$ cat config.mk
export PLATFORM = sky130hd
export DESIGN_NAME = seq_divider
export DESIGN_NICKNAME = d
export VERILOG_FILES = /design/src/rtl/div_pkg.sv /design/src/rtl/div_step.sv /design/src/rtl/seq_divider.sv
export SDC_FILE = /design/constraint.sdc
export NUM_CORES = 1
export LEC_CHECK = 0
export ABC_AREA = 1
export CAP_MARGIN = 20
export CORE_ASPECT_RATIO = 1.1
export CORE_MARGIN = 2
export CORE_UTILIZATION = 50
export DETAILED_ROUTE_END_ITERATION = 8
export GPL_TIMING_DRIVEN = 0
export PLACE_DENSITY = 0.77
export SYNTH_ARGS = -nofsm -noshare
export SYNTH_HDL_FRONTEND = slang
export SYNTH_HIERARCHICAL = 1
export SYNTH_SLANG_ARGS = --single-unit
$ cat constraint.sdc
create_clock -name clk -period 5.7 [get_ports clk]
set_input_delay 0.855 -clock clk [delete_from_list [all_inputs] [get_ports clk]]
set_output_delay 0.855 -clock clk [all_outputs]
set_load 0.02 [all_outputs]
$ cat src/rtl/div_pkg.sv
// Shared definitions for the sequential restoring divider.
package div_pkg;

    localparam int DIV_W = 16;

    typedef enum logic [1:0] {
        IDLE = 2'd0,
        CALC = 2'd1,
        DONE = 2'd2
    } div_state_t;

endpackage

$ cat src/rtl/div_step.sv
// One restoring-division step: shift in a dividend bit, trial subtract, restore on borrow.
module div_step
    import div_pkg::*;
#(
    parameter int W = DIV_W
) (
    input  logic [W-1:0] rem_in,
    input  logic         bit_in,
    input  logic [W-1:0] divisor,
    output logic [W-1:0] rem_out,
    output logic         q_bit
);

    localparam logic signed [W+1:0] ZERO = '0;

    logic        [W:0]   shifted;
    logic signed [W+1:0] diff;

    always_comb begin
        shifted = {rem_in, bit_in};
        diff    = $signed({1'b0, shifted}) - $signed({2'b00, divisor});
        q_bit   = (diff >= ZERO);
        // A non-negative difference is below the divisor, so its low W bits hold it exactly.
        rem_out = q_bit ? diff[W-1:0] : shifted[W-1:0];
    end

endmodule

$ cat src/rtl/seq_divider.sv
// Sequential 2W/W unsigned restoring divider with valid/ready handshakes on both sides.
module seq_divider
    import div_pkg::*;
#(
    parameter int W = DIV_W
) (
    input  logic           clk,
    input  logic           rst_n,
    input  logic           in_valid,
    output logic           in_ready,
    input  logic [2*W-1:0] dividend,
    input  logic [W-1:0]   divisor,
    output logic           out_valid,
    input  logic           out_ready,
    output logic [W-1:0]   quotient,
    output logic [W-1:0]   remainder,
    output logic           div_zero,
    output logic           overflow
);

    localparam int            CW       = (W > 1) ? $clog2(W) : 1;
    localparam logic [CW-1:0] CNT_LOAD = CW'(W - 1);

    function automatic logic [W-1:0] q_sat();
        return '1;
    endfunction

    div_state_t    state, state_nx;
    logic          first;
    logic [CW-1:0] cnt;
    logic [W-1:0]  rem_r, lo_r, dvs_r;
    logic          dz_r, ov_r;
    logic [W-1:0]  step_rem;
    logic          step_q;
    logic          accept, dz_hit, ov_hit, step_last;

    assign in_ready  = (state == IDLE);
    assign out_valid = (state == DONE);
    assign accept    = in_valid && in_ready;
    assign dz_hit    = (dvs_r == '0);
    assign ov_hit    = !dz_hit && (rem_r >= dvs_r);
    assign step_last = (cnt == '0);

    assign quotient  = lo_r;
    assign remainder = rem_r;
    assign div_zero  = dz_r;
    assign overflow  = ov_r;

    always_ff @(posedge clk or negedge rst_n) begin
        if (!rst_n) state <= IDLE;
        else        state <= state_nx;
    end

    always_comb begin
        state_nx = state;
        case (state)
            IDLE: if (accept) state_nx = CALC;
            CALC: begin
                if (first) begin
                    if (dz_hit || ov_hit) state_nx = DONE;
                end else if (step_last) begin
                    state_nx = DONE;
                end
            end
            DONE: if (out_ready) state_nx = IDLE;
            default: state_nx = IDLE;
        endcase
    end

    div_step #(.W(W)) u_step (
        .rem_in  (rem_r),
        .bit_in  (lo_r[W-1]),
        .divisor (dvs_r),
        .rem_out (step_rem),
        .q_bit   (step_q)
    );

    // rem_r:lo_r is the shifting {partial remainder, dividend} pair; quotient bits fill lo_r from the right.
    always_ff @(posedge clk or negedge rst_n) begin
        if (!rst_n) begin
            first <= 1'b0;
            cnt   <= '0;
            rem_r <= '0;
            lo_r  <= '0;
            dvs_r <= '0;
            dz_r  <= 1'b0;
            ov_r  <= 1'b0;
        end else begin
            case (state)
                IDLE: begin
                    if (accept) begin
                        rem_r <= dividend[2*W-1:W];
                        lo_r  <= dividend[W-1:0];
                        dvs_r <= divisor;
                        first <= 1'b1;
                        dz_r  <= 1'b0;
                        ov_r  <= 1'b0;
                    end
                end
                CALC: begin
                    if (first) begin
                        first <= 1'b0;
                        if (dz_hit) begin
                            dz_r  <= 1'b1;
                            rem_r <= lo_r;
                            lo_r  <= q_sat();
                        end else if (ov_hit) begin
                            ov_r  <= 1'b1;
                            rem_r <= '0;
                            lo_r  <= q_sat();
                        end else begin
                            cnt <= CNT_LOAD;
                        end
                    end else begin
                        rem_r <= step_rem;
                        lo_r  <= {lo_r[W-2:0], step_q};
                        if (!step_last) cnt <= cnt - CW'(1);
                    end
                end
                default: ;
            endcase
        end
    end

endmodule

Yosys cells after proc, flatten, opt, wreduce, memory -nomap -nowiden --
Cells that the tools add are included.
Operators by class: magnitude comparators 2, reductions and logical operators 15, muxes and demuxes 31, $add $sub $neg 2, equality and inequality tests 14
Operator list (number):
- $mux 16 | 9
- $pmux 16 s2 | 2
- $ge 18x1->1 const B | 1
- $sub 17x16->18 | 1
- $ge 16x16->1 | 1
- $logic_not 16->1 | 1
- $mux 4 | 4
- $ne 2x2->1 const B | 7
- $reduce_and 4->1 | 3
- $mux 2 | 5
- $mux 1 | 7
- $ne 3x3->1 const B | 2
- $pmux 1 s2 | 3
- $pmux 2 s3 | 1
- $reduce_and 5->1 | 1
- $logic_not 4->1 | 1
- $ne 2x1->1 const B | 2
- $ne 4x4->1 const B | 1
- $reduce_and 2->1 | 2
- $sub 4x1->4 const B | 1
- $reduce_and 3->1 | 1
- $eq 2x1->1 const B | 1
- $eq 2x2->1 const B | 1
- $logic_and 1x1->1 | 2
- other kinds (4) | 4
Word-level totals: bits of input ports 52, register bits after elaboration 57, output and inout bits 36, logic and storage cells 72

Longest topological paths before layout --
Gate-level depths: netlist (run 1).
depth after elaboration 7, gate-level depth with buffers 17, mapped depth without buffers 16

By module --
Netlist (run 1), hierarchy kept.
By module, submodules not included:
- seq_divider | area each 3205.6 um^2, cells an instance 419, seq. area each 1426.4 um^2, instances 1
- div_step | area each 1365.1 um^2, cells an instance 264, seq. area each 0.0 um^2, instances 1

Worst setup path after synthesis (run 1) --
Ideal clock, no wire load.
path type register to register, from reg lo_r[15], in the netlist quotient[15], to reg rem_r[12], in the netlist remainder[12], setup time 0.118 ns, path buffers 0, period minus slack after synthesis 2.174 ns, slack 3.526 ns, data required time 5.582 ns, cell stages (with the launch flop) 14, arrival time 2.057 ns, cells stage by stage dfrtp_1 inv_1 ha_1 fa_1 o21bai_1 nand2_1 nand3_1 nand2_1 nand3_2 nand2_1 a22oi_1 o21ai_0 nand3_1 nand2_1
Between the ends: word-level cells in the longest chain between the ends 5
Ends and longest elaborated chain:
- start, declared | RTL line seq_divider.sv:31 | logic [W-1:0] rem_r, lo_r, dvs_r;
- start signal, assigned | RTL line seq_divider.sv:93 | lo_r <= dividend[W-1:0];
- start signal, assigned | RTL line seq_divider.sv:106 | lo_r <= q_sat();
- start signal, assigned | RTL line seq_divider.sv:110 | lo_r <= q_sat();
- $sub 17x16->18 * | RTL line div_step.sv:21 | diff = $signed({1'b0, shifted}) - $signed({2'b00, divisor});
- $ge 18x1->1 | RTL line div_step.sv:22 | q_bit = (diff >= ZERO);
- $mux 16 * | RTL line div_step.sv:24 | rem_out = q_bit ? diff[W-1:0] : shifted[W-1:0];
- via step_rem[12] | RTL line seq_divider.sv:33 | logic [W-1:0] step_rem;
- $mux 16 * | RTL line seq_divider.sv:101 | if (first) begin
- $pmux 16 s2 * | RTL line seq_divider.sv:89 | case (state)
- end signal, assigned | RTL line seq_divider.sv:92 | rem_r <= dividend[2*W-1:W];
- end signal, assigned | RTL line seq_divider.sv:105 | rem_r <= lo_r;
- end signal, assigned | RTL line seq_divider.sv:115 | rem_r <= step_rem;
- end, declared | RTL line seq_divider.sv:31
Mark *: on every way through the listed nets, which the timed path passes. The rest lies on a longest branch. A chain may end at the register's enable or synchronous reset.

Final worst setup path (run 1) --
from reg dvs_r[0], to reg rem_r[8], in the netlist remainder[8]
Between the ends: word-level cells in the longest chain between the ends 5, elaborated cells on any way between the ends 12, classes of those cells add/sub: 1; order compare: 2; eq/ne: 1; mux: 4; reduce/logical: 4
Ends and longest elaborated chain:
- start, declared | RTL line seq_divider.sv:31
- start signal, assigned | RTL line seq_divider.sv:94 | dvs_r <= divisor;
- $sub 17x16->18 * | RTL line div_step.sv:21
- $ge 18x1->1 | RTL line div_step.sv:22
- $mux 16 * | RTL line div_step.sv:24
- via step_rem[8] | RTL line seq_divider.sv:33
- $mux 16 * | RTL line seq_divider.sv:101
- $pmux 16 s2 * | RTL line seq_divider.sv:89
Marks and branches as above.

==> impl_metrics.py, run 1 <==
metrics = {
    "grt": {
        "grt_pass1_wl_mm": 23.28,
        "grt_max_degree": 38,
        "antenna_found_initial": 0,
        "grt_pass1_vias": 4714,
        "grt_use_total_pct": 30.46,
        "grt_overflow": 0,
    },
    "logic_synthesis": {
        "ys_ff_latch": 57,
        "synth_mux_area_share_pct": 0,
        "synth_top_area_share_pct": 31.21,
        "netlist-cell-type-count": 36,
        "yosys-top-cells-count": "nand2_1 (222), inv_1 (102), nand3_1 (73)",
        "syn_avg_cell_area_um2": 6.692,
        "ys.flop_type": "dfrtp_1",
        "syn-cell-area_mm2": 0.004571,
        "synth_edf_count": 0,
        "synthTopCellsByArea": "dfrtp_1 (31%), nand2_1 (18%), ha_1 (9.0%)",
        "yosysTopAreaCell": "dfrtp_1",
        "yosysMostFrequentCell": "nand2_1",
        "synth-async-reset-ratio_pct": 100.0,
        "ys_seq_area_share_pct": 31.21,
        "synth_compound_area_share_pct": 11.50,
        "synth_xor_area_share_pct": 1.150,
        "yosys_warnings": 6,
        "yosys.area_share.adder_pct": 9.472,
        "syn-num-nets": 769,
        "netlist_instances": 683,
        "synthSimpleGateAreaFrac_pct": 34.77,
        "synth_top_family_by_area": "simple AND/OR/NAND/NOR gates",
    },
    "die": {
        "num_io_pins": 88,
        "std_cell_rows": 36,
        "floorplan.initialDensity_pct": 51.51,
        "fp.dieH_um": 104.3,
        "core_region_area_mm2": 0.008874,
        "die-area_mm2": 0.009923,
        "die_w_um": 95.16,
    },
    "final_layout": {
        "n_antenna_cell": 0,
        "syn2layout_area_growth_pct": 27.84,
        "nNetsFinal": 868,
        "multiInputGateArea_mm2": 0.002600,
        "final_layout_size_suffix_gt1_share_pct": 7.243,
        "regArea_mm2": 0.001426,
        "fillCellCount": 804,
    },
    "setup_path": {
        "arrival_ns": 2.87,
        "r2r_cells": 12,
        "critPathTopFamily": "adder cells",
        "endpoint": "remainder[8]",
        "crit_cells": 12,
        "worst_r2r_endpoint": "remainder[8]",
        "r2r_slack_ns": 3.08,
        "cp-end-kind": "flop",
        "cp_cell_sequence": "ha_1, fa_1, o21bai_1, nand2_1, nand3_1, nand2_1, nand3_1, nand2_1, a22oi_1, o21ai_0, nand3_1, nand2_1",
        "required_ns": 5.94,
        "crit_path_top_delay_cell": "dfrtp_1",
        "critPathMostFrequentCell": "nand2_1",
        "crit_path_max_fanout": 4,
        "path_buf_inv": 0,
        "max_stage_delay_ns": 0.45,
        "worstSetupPathType": "flop to flop",
        "crit_path_start_kind": "flop",
        "startpoint": "dvs_r[0]",
        "reg2reg_from": "dvs_r[0]",
    },
    "hold_path": {
        "worstHoldPathType": "input port to asynchronous set/reset pin",
    },
    "timing": {
        "hold_violations": 0,
        "rsz0062_at_grt": "no",
        "tns_ns": 0,
        "min_period_ns": 2.622,
        "worst_pin_slew_ns": 0.5651,
        "hold_ws_ns": 0.4672,
        "fin_crit_sh_pct": 45.99,
        "drv_slew": 0,
        "fmax_mhz": 381.4,
        "maxSlewHeadroom_pct": 62.33,
        "setup_violations": 0,
        "fin_worst_skew_ns": 0.01425,
    },
    "run_status": {
        "status": "completed",
    },
    "pwr": {
        "p_per_area_mw_per_mm2": 744.3,
        "finalPower_mw": 4.349,
        "ir_worst_vdd_mv": 0.3929,
        "p_leak_nw": 3.097,
    },
    "routing": {
        "drc": 0,
        "via_per_inst": 5.360,
        "vias": 4829,
        "first_pass_iters": 4,
        "postRouteAntennaNets": 0,
        "drt_iter0_drc": 258,
        "drt-total-wl_mm": 14.31,
        "wl_per_cell_um": 15.88,
    },
    "clocking": {
        "ctsRootBufferMaster": "clkbuf_8",
        "cts.repair.resized": 0,
        "clkTransAtPathRegs_ns": 0.07,
        "cts_made_buffers": 9,
        "postCtsSetupBuffers": 0,
        "clock_sinks": 57,
        "clk_path_buf_depth": 2,
        "cts-hold-fix-buffers": 0,
        "cts_tree": "built",
        "htreeDepth": 3,
        "clk_latency_ns": 0.35,
    },
    "placed_design": {
        "port-buffer-count": 87,
        "place.gp.congestion": 0.9436,
        "dp_hpwl_mm": 11.24,
    },
    "flow_run": {
        "maxCapViolCount": 0,
    },
}
==> worst reg2reg max path, stage by stage, from the launching register on <==
cell and delay [ns]:
dfrtp_1 0.45, ha_1 0.27, fa_1 0.45, o21bai_1 0.40, nand2_1 0.15, nand3_1 0.10, nand2_1 0.05, nand3_1 0.12
nand2_1 0.09, a22oi_1 0.18, o21ai_0 0.11, nand3_1 0.09, nand2_1 0.05
==> worst min-delay path by stage <==
stage | end | slack [ns] | cells past startpoint
finish | cnt[1] | 0.47 | 1
global route | cnt[1] | 0.50 | 1
CTS | quotient[7] | 0.48 | 1
detailed placement | overflow | 0.47 | 2
global placement | overflow | 0.47 | 2
floorplan | cnt[1] | 0.48 | 2
==> metrics by stage <==
| stage | cells | area [µm²] | util (%) | setup slack (ns) |
|---|---|---|---|---|
| CTS | 901 | 5843 | 65.85 | 3.177 |
| global placement | 884 | 5584 | 62.93 | 1.927 |
| detailed placement | 885 | 5599 | 63.10 | 3.198 |
| floorplan | 683 | 4571 | - | 3.526 |
| finish | 901 | 5843 | 65.85 | 3.078 |
| global route | 901 | 5843 | 65.85 | 2.963 |
==> metal layers <==
| layer | up-vias | global-route usage [%] | wire length, µm |
|---|---|---|---|
| met5 | - | 0 | 0 |
| met4 | 0 | 9.834 | 312 |
| met3 | 25 | 5.145 | 848 |
| met2 | 158 | 50.50 | 6978 |
| met1 | 2260 | 39.96 | 6173 |
| li1 | 2386 | - | - |
==> logic make-up (layout without fill, tap and decap cells) <==
logic type | count (synthesis) | in the layout
xor+xnor | 6 | 6
simple gates | 365 | 365
fa+ha+maj | 34 | 34
flops | 57 | 57
compound gates | 93 | 93
buf+inv | 128 | 232
==> area by class of cell <==
cell class | count | share of cell area (%)
Multi-Input combinational cell | 498 | 44.50
Tap cell | 114 | 2.441
Clock buffer | 11 | 2.420
Clock inverter | 5 | 1.756
Inverter | 105 | 6.745
Sequential cell | 57 | 24.41
Buffer | 23 | 2.570
Timing Repair Buffer | 88 | 15.16
==> registers in the layout, summed over array words and instances (netlist names) <==
register / flops
cnt: 4
div_zero: 1
dvs_r: 16
first: 1
overflow: 1
quotient: 16
remainder: 16
state: 2
==> cells in the final DEF (no fill, tap or decap), types with 2 or more instances in the layout <==
| cell type | instances |
|---|---|
| nand3_1 | 73 |
| nor2_2 | 4 |
| a21oi_1 | 32 |
| a22oi_1 | 16 |
| nand3_2 | 6 |
| o21ai_1 | 5 |
| nor3_1 | 2 |
| buf_4 | 5 |
| buf_12 | 2 |
| ha_1 | 33 |
| and2_1 | 3 |
| nand4_1 | 7 |
| xor2_1 | 5 |
| inv_2 | 2 |
| clkdlybuf4s50_1 | 86 |
| o21ai_0 | 35 |
| nor2_1 | 38 |
| nand2_1 | 222 |
| dfrtp_1 | 57 |
| buf_2 | 12 |
| clkbuf_1 | 5 |
| bufinv_16 | 3 |
| clkbuf_8 | 10 |
| nand2_2 | 3 |
| buf_6 | 2 |
| inv_1 | 102 |
| nand3b_1 | 3 |
==> power breakdown <==
part           total [mW]  switching [mW]  internal (mW)
clock network       0.486           0.184          0.302
logic                3.03            1.89           1.14
registers           0.837           0.229          0.607
total                4.35            2.30           2.05
(Power assumes the default switching activity.)
==> inputs of run 2 (changes only) <==
Settings changed: CORE_UTILIZATION 50 to 48, PLACE_DENSITY 0.77 to 0.78.
Clock period 5.7 ns to 2.2 ns, I/O delays scaled along.
==> impl_metrics.py, run 2 (synthesis gave the netlist of run 1 again) <==
metrics = {
    "setup_path": {
        "crit_path_max_fanout": 6,
        "cp-end-kind": "flop",
        "arrival_ns": 2.44,
        "crit_path_start_kind": "flop",
        "cp_cell_sequence": "ha_4, nand2_1, nand2_1, nand2_2, a21oi_2, nor2_4, nand2_8, buf_6, nand3_2, nand2_1, a22oi_1, o21ai_1, nand3_1, nand2_1",
        "required_ns": 2.43,
        "crit_path_top_delay_cell": "dfrtp_2",
        "critPathMostFrequentCell": "nand2_1",
        "critPathTopFamily": "simple AND/OR/NAND/NOR gates",
        "worstSetupPathType": "flop to flop",
        "path_buf_inv": 1,
        "max_stage_delay_ns": 0.45,
    },
    "final_layout": {
        "mostFrequentLayoutCells": "nand2_1 (189), clkdlybuf4s50_1 (86), inv_1 (84)",
        "finalInstanceArea_mm2": 0.006583,
        "postLayoutCoreUtil_pct": 70.74,
        "final_common_cell": "nand2_1",
        "fillCellCount": 763,
        "n_antenna_cell": 0,
        "syn2layout_area_growth_pct": 44.02,
        "nNetsFinal": 908,
        "final_layout_size_suffix_gt1_share_pct": 24.30,
        "stdcell_count": 944,
    },
    "timing": {
        "worst_pin_slew_ns": 0.5179,
        "drv_slew": 0,
        "hold_violations": 0,
        "hold_ws_ns": 0.4730,
        "fin_worst_skew_ns": 0.01319,
        "fmax_mhz": 452.5,
        "setup_violations": 1,
        "fin_crit_sh_pct": 100.4,
        "final.setup.worst_slack_ns": -0.009859,
        "min_period_ns": 2.210,
        "maxSlewHeadroom_pct": 65.47,
        "rsz0062_at_grt": "yes",
    },
    "grt": {
        "grt_pass1_vias": 4907,
        "grt_overflow": 0,
        "grt_use_total_pct": 28.53,
        "grt_pass1_wl_mm": 23.44,
        "grt_max_degree": 41,
        "antenna_found_initial": 0,
    },
    "clocking": {
        "cts_made_buffers": 9,
        "ctsRootBufferMaster": "clkbuf_8",
        "htreeDepth": 3,
        "clock_sinks": 57,
        "clk_path_buf_depth": 2,
        "clk_latency_ns": 0.35,
        "clkTransAtPathRegs_ns": 0.07,
        "cts_tree": "built",
    },
    "routing": {
        "wl_per_cell_um": 16.19,
        "drc": 0,
        "drt-total-wl_mm": 15.28,
        "via_per_inst": 5.395,
        "drt_iter0_drc": 323,
        "first_pass_iters": 5,
        "postRouteAntennaNets": 0,
        "vias": 5093,
    },
    "placed_design": {
        "placed_cells": 888,
        "dp_hpwl_mm": 10.91,
        "place.gp.congestion": 0.9498,
        "placed_area_mm2": 0.005603,
        "port-buffer-count": 87,
    },
    "run_status": {
        "failed_checks": "negative setup slack",
        "status": "complete, but fails checks",
    },
    "hold_path": {
        "worstHoldPathType": "input port to asynchronous set/reset pin",
    },
    "die": {
        "fp.dieH_um": 106.3,
        "die-area_mm2": 0.01032,
        "std_cell_rows": 37,
        "die_w_um": 97.04,
        "core_region_area_mm2": 0.009305,
        "num_io_pins": 88,
        "floorplan.initialDensity_pct": 49.12,
    },
    "flow_run": {
        "maxCapViolCount": 0,
    },
}
[run 2: cell count changes in the layout (fill, tap and decap cells not counted), moves of 7 or more]
| cell | change |
|---|---|
| buf_4 | +34 |
| dfrtp_2 | +17 |
| inv_2 | +18 |
| inv_1 | -18 |
| a22oi_1 | -7 |
| a22oi_2 | +7 |
| nand2_2 | +28 |
| o21ai_1 | +10 |
| nand2_1 | -33 |
| dfrtp_1 | -17 |
| ha_1 | -14 |
| ha_4 | +14 |
| o21ai_0 | -11 |
[run 2: cell type report]
type | count | area [µm²] | share of cell area (%)
Buffer | 23 | 158.9 | 2.414
Clock buffer | 11 | 141.4 | 2.148
Clock inverter | 5 | 55.05 | 0.8363
Inverter | 105 | 394.1 | 5.987
Multi-Input combinational cell | 499 | 3037 | 46.13
Sequential cell | 57 | 1448 | 21.99
Tap cell | 117 | 146.4 | 2.224
Timing Repair Buffer | 127 | 1202 | 18.27
[run 2: final timing paths]
path / start / to / slack, ns / cells after the start
min: rst_n / quotient[4] / 0.47 / 2
max in group asynchronous: rst_n / dvs_r[0] / 1.10 / 3
min in group clk: quotient[2] / quotient[2] / 0.50 / 2
max: remainder[9] / remainder[11] / -0.01 / 14
max reg2reg: remainder[9] / remainder[11] / -0.01 / 14
min reg2reg: quotient[2] / quotient[2] / 0.50 / 2
[run 2: worst register-to-register path: stages (launching register included)]
cell	delay, ns
dfrtp_2	0.45
ha_4	0.25
nand2_1	0.07
nand2_1	0.09
nand2_2	0.10
a21oi_2	0.08
nor2_4	0.24
nand2_8	0.14
buf_6	0.15
nand3_2	0.05
nand2_1	0.08
a22oi_1	0.16
o21ai_1	0.09
nand3_1	0.09
nand2_1	0.06
[run 2: timing repair]
action / in CTS / in global routing
gates resized for setup: 35 / 99
pin swaps: 5 / 51
gates cloned: 0 / 2
setup buffers: 13 / 24
hold endpoints to repair: 17 / 0
setup endpoints to repair: 26 / 36
hold buffers: 1 / 0
[run 2: routing by layer]
| metal | global-route usage (%) | vias up | wire, µm |
|---|---|---|---|
| li1 | - | 2454 | - |
| met3 | 5.654 | 40 | 1134 |
| met1 | 33.73 | 2385 | 5994 |
| met2 | 49.90 | 214 | 7556 |
| met4 | 13.18 | 0 | 598 |
| met5 | 0 | - | 0 |
[run 2: through the flow]
step                worst slack, ns  setup TNS (ns)
floorplan                   0.02574               0
global placement             -1.038          -61.09
detailed placement          -0.2717          -2.623
CTS                        0.003479               0
global route               -0.04328         -0.3037
finish                    -0.009859       -0.009859
Power of run 2 is not shown: default switching activity piles up to over one toggle a cycle in this logic, so the estimate is an artifact.
==> inputs of run 3 (changes only) <==
Clock period 2.2 ns to 2 ns, I/O delays scaled along.
==> impl_metrics.py, run 3 (synthesis gave the netlist of run 1 again) <==
metrics = {
    "setup_path": {
        "r2r_slack_ns": -0.27,
        "required_ns": 2.29,
        "critPathTopFamily": "adder cells",
        "cp-end-kind": "flop",
        "path_buf_inv": 1,
        "crit_path_start_kind": "flop",
        "max_stage_delay_ns": 0.46,
        "arrival_ns": 2.56,
        "crit_path_max_fanout": 3,
        "r2r_cells": 12,
        "crit_path_top_delay_cell": "dfrtp_2",
        "worst_r2r_endpoint": "remainder[6]",
        "reg2reg_from": "dvs_r[0]",
        "worstSetupPathType": "flop to flop",
        "cp_cell_sequence": "ha_4, fa_2, inv_2, nand2_2, nand3b_1, xor2_1, nand2_2, nand2_1, a22oi_1, o21ai_1, nand3_2, nand2_1",
    },
    "clocking": {
        "clk_latency_ns": 0.35,
        "cts-hold-fix-buffers": 0,
        "ctsRootBufferMaster": "clkbuf_8",
        "cts_tree": "built",
        "clock_sinks": 57,
        "clkTransAtPathRegs_ns": 0.07,
        "htreeDepth": 3,
        "cts_made_buffers": 9,
        "clk_path_buf_depth": 2,
    },
    "routing": {
        "postRouteAntennaNets": 0,
        "drc": 0,
        "drt-total-wl_mm": 16.18,
        "wl_per_cell_um": 16.83,
        "drt_iter0_drc": 340,
        "via_per_inst": 5.498,
        "first_pass_iters": 5,
        "vias": 5284,
    },
    "final_layout": {
        "final_common_cell": "nand2_1",
        "nNetsFinal": 925,
        "n_antenna_cell": 0,
        "fillCellCount": 707,
        "final_layout_size_suffix_gt1_share_pct": 29.03,
        "finalInstanceArea_mm2": 0.006952,
        "mostFrequentLayoutCells": "nand2_1 (180), clkdlybuf4s50_1 (86), inv_1 (84)",
        "stdcell_count": 961,
        "syn2layout_area_growth_pct": 52.09,
    },
    "die": {
        "die_w_um": 97.04,
        "floorplan.initialDensity_pct": 49.12,
        "fp.dieH_um": 106.3,
        "die-area_mm2": 0.01032,
        "num_io_pins": 88,
        "std_cell_rows": 37,
        "core_region_area_mm2": 0.009305,
    },
    "grt": {
        "grt_pass1_wl_mm": 24.23,
        "grt_overflow": 0,
        "grt_pass1_vias": 4982,
        "grt_use_total_pct": 29.72,
        "grt_max_degree": 33,
        "antenna_found_initial": 0,
    },
    "timing": {
        "fmax_mhz": 441.4,
        "worst_pin_slew_ns": 0.7552,
        "min_period_ns": 2.265,
        "maxSlewHeadroom_pct": 49.65,
        "rsz0062_at_grt": "yes",
        "final.setup.worst_slack_ns": -0.2654,
        "setup_violations": 38,
        "fin_worst_skew_ns": 0.01028,
        "drv_slew": 0,
        "hold_violations": 0,
        "fin_crit_sh_pct": 113.3,
    },
    "placed_design": {
        "placed_cells": 888,
        "dp_hpwl_mm": 11.31,
        "placed_area_mm2": 0.005797,
        "place.gp.congestion": 0.9271,
        "port-buffer-count": 87,
    },
    "run_status": {
        "status": "complete, but fails checks",
        "failed_checks": "negative setup slack",
    },
    "hold_path": {
        "worstHoldPathType": "input port to asynchronous set/reset pin",
    },
    "flow_run": {
        "maxCapViolCount": 0,
    },
}
[run 3: worst max path at each step]
stage | to | startpoint | depth (start not counted)
2_1_floorplan | remainder[14] | quotient[15] | 15
3_3_place_gp | quotient[15] | rst_n | 1
5_1_grt | remainder[6] | dvs_r[0] | 12
3_5_place_dp | remainder[14] | dvs_r[0] | 14
6_report | remainder[6] | dvs_r[0] | 12
4_1_cts | remainder[12] | dvs_r[0] | 12
[run 3: what timing repair did]
action | in CTS | in global routing
gates resized for setup | 73 | 76
pin swaps | 52 | 35
cloned | 1 | 1
setup endpoints to repair | 37 | 38
buffers inserted | 38 | 18
[run 3: per-layer routing]
metal	wire [µm]	vias to the layer above	global-route usage [%]	share of wire [%]
li1	-	2500	-	-
met3	1050	54	4.602	6.5
met1	6313	2496	35.19	39
met4	867	0	14.29	5.4
met2	7944	234	52.63	49
met5	0	-	0	0
[run 3: stage by stage]
stage                     setup TNS, ns  setup slack (ns)  util [%]  hold slack, ns
final                            -3.318           -0.2654     74.71         0.01391
after global placement           -70.99            -1.335     62.14          0.4850
after global routing             -8.469           -0.4066     74.71         0.05116
after CTS                        -1.350           -0.1201     69.95         0.03384
after floorplan                       0          0.001785         -        0.004409
after detailed placement         -4.748           -0.3112     62.30          0.4027
[run 3: cell type report]
class,count,area [µm²],share of cell area [%]
buffer,23,186.4,2.682
clock buffer,11,141.4,2.034
clock inverter,5,55.05,0.7919
sequential,57,1449,20.84
tap,117,146.4,2.106
timing repair buffer,145,1383,19.89
multi-input combinational,498,3194,45.95
inverter,105,396.6,5.706
Power of run 3 is left out for the same reason.
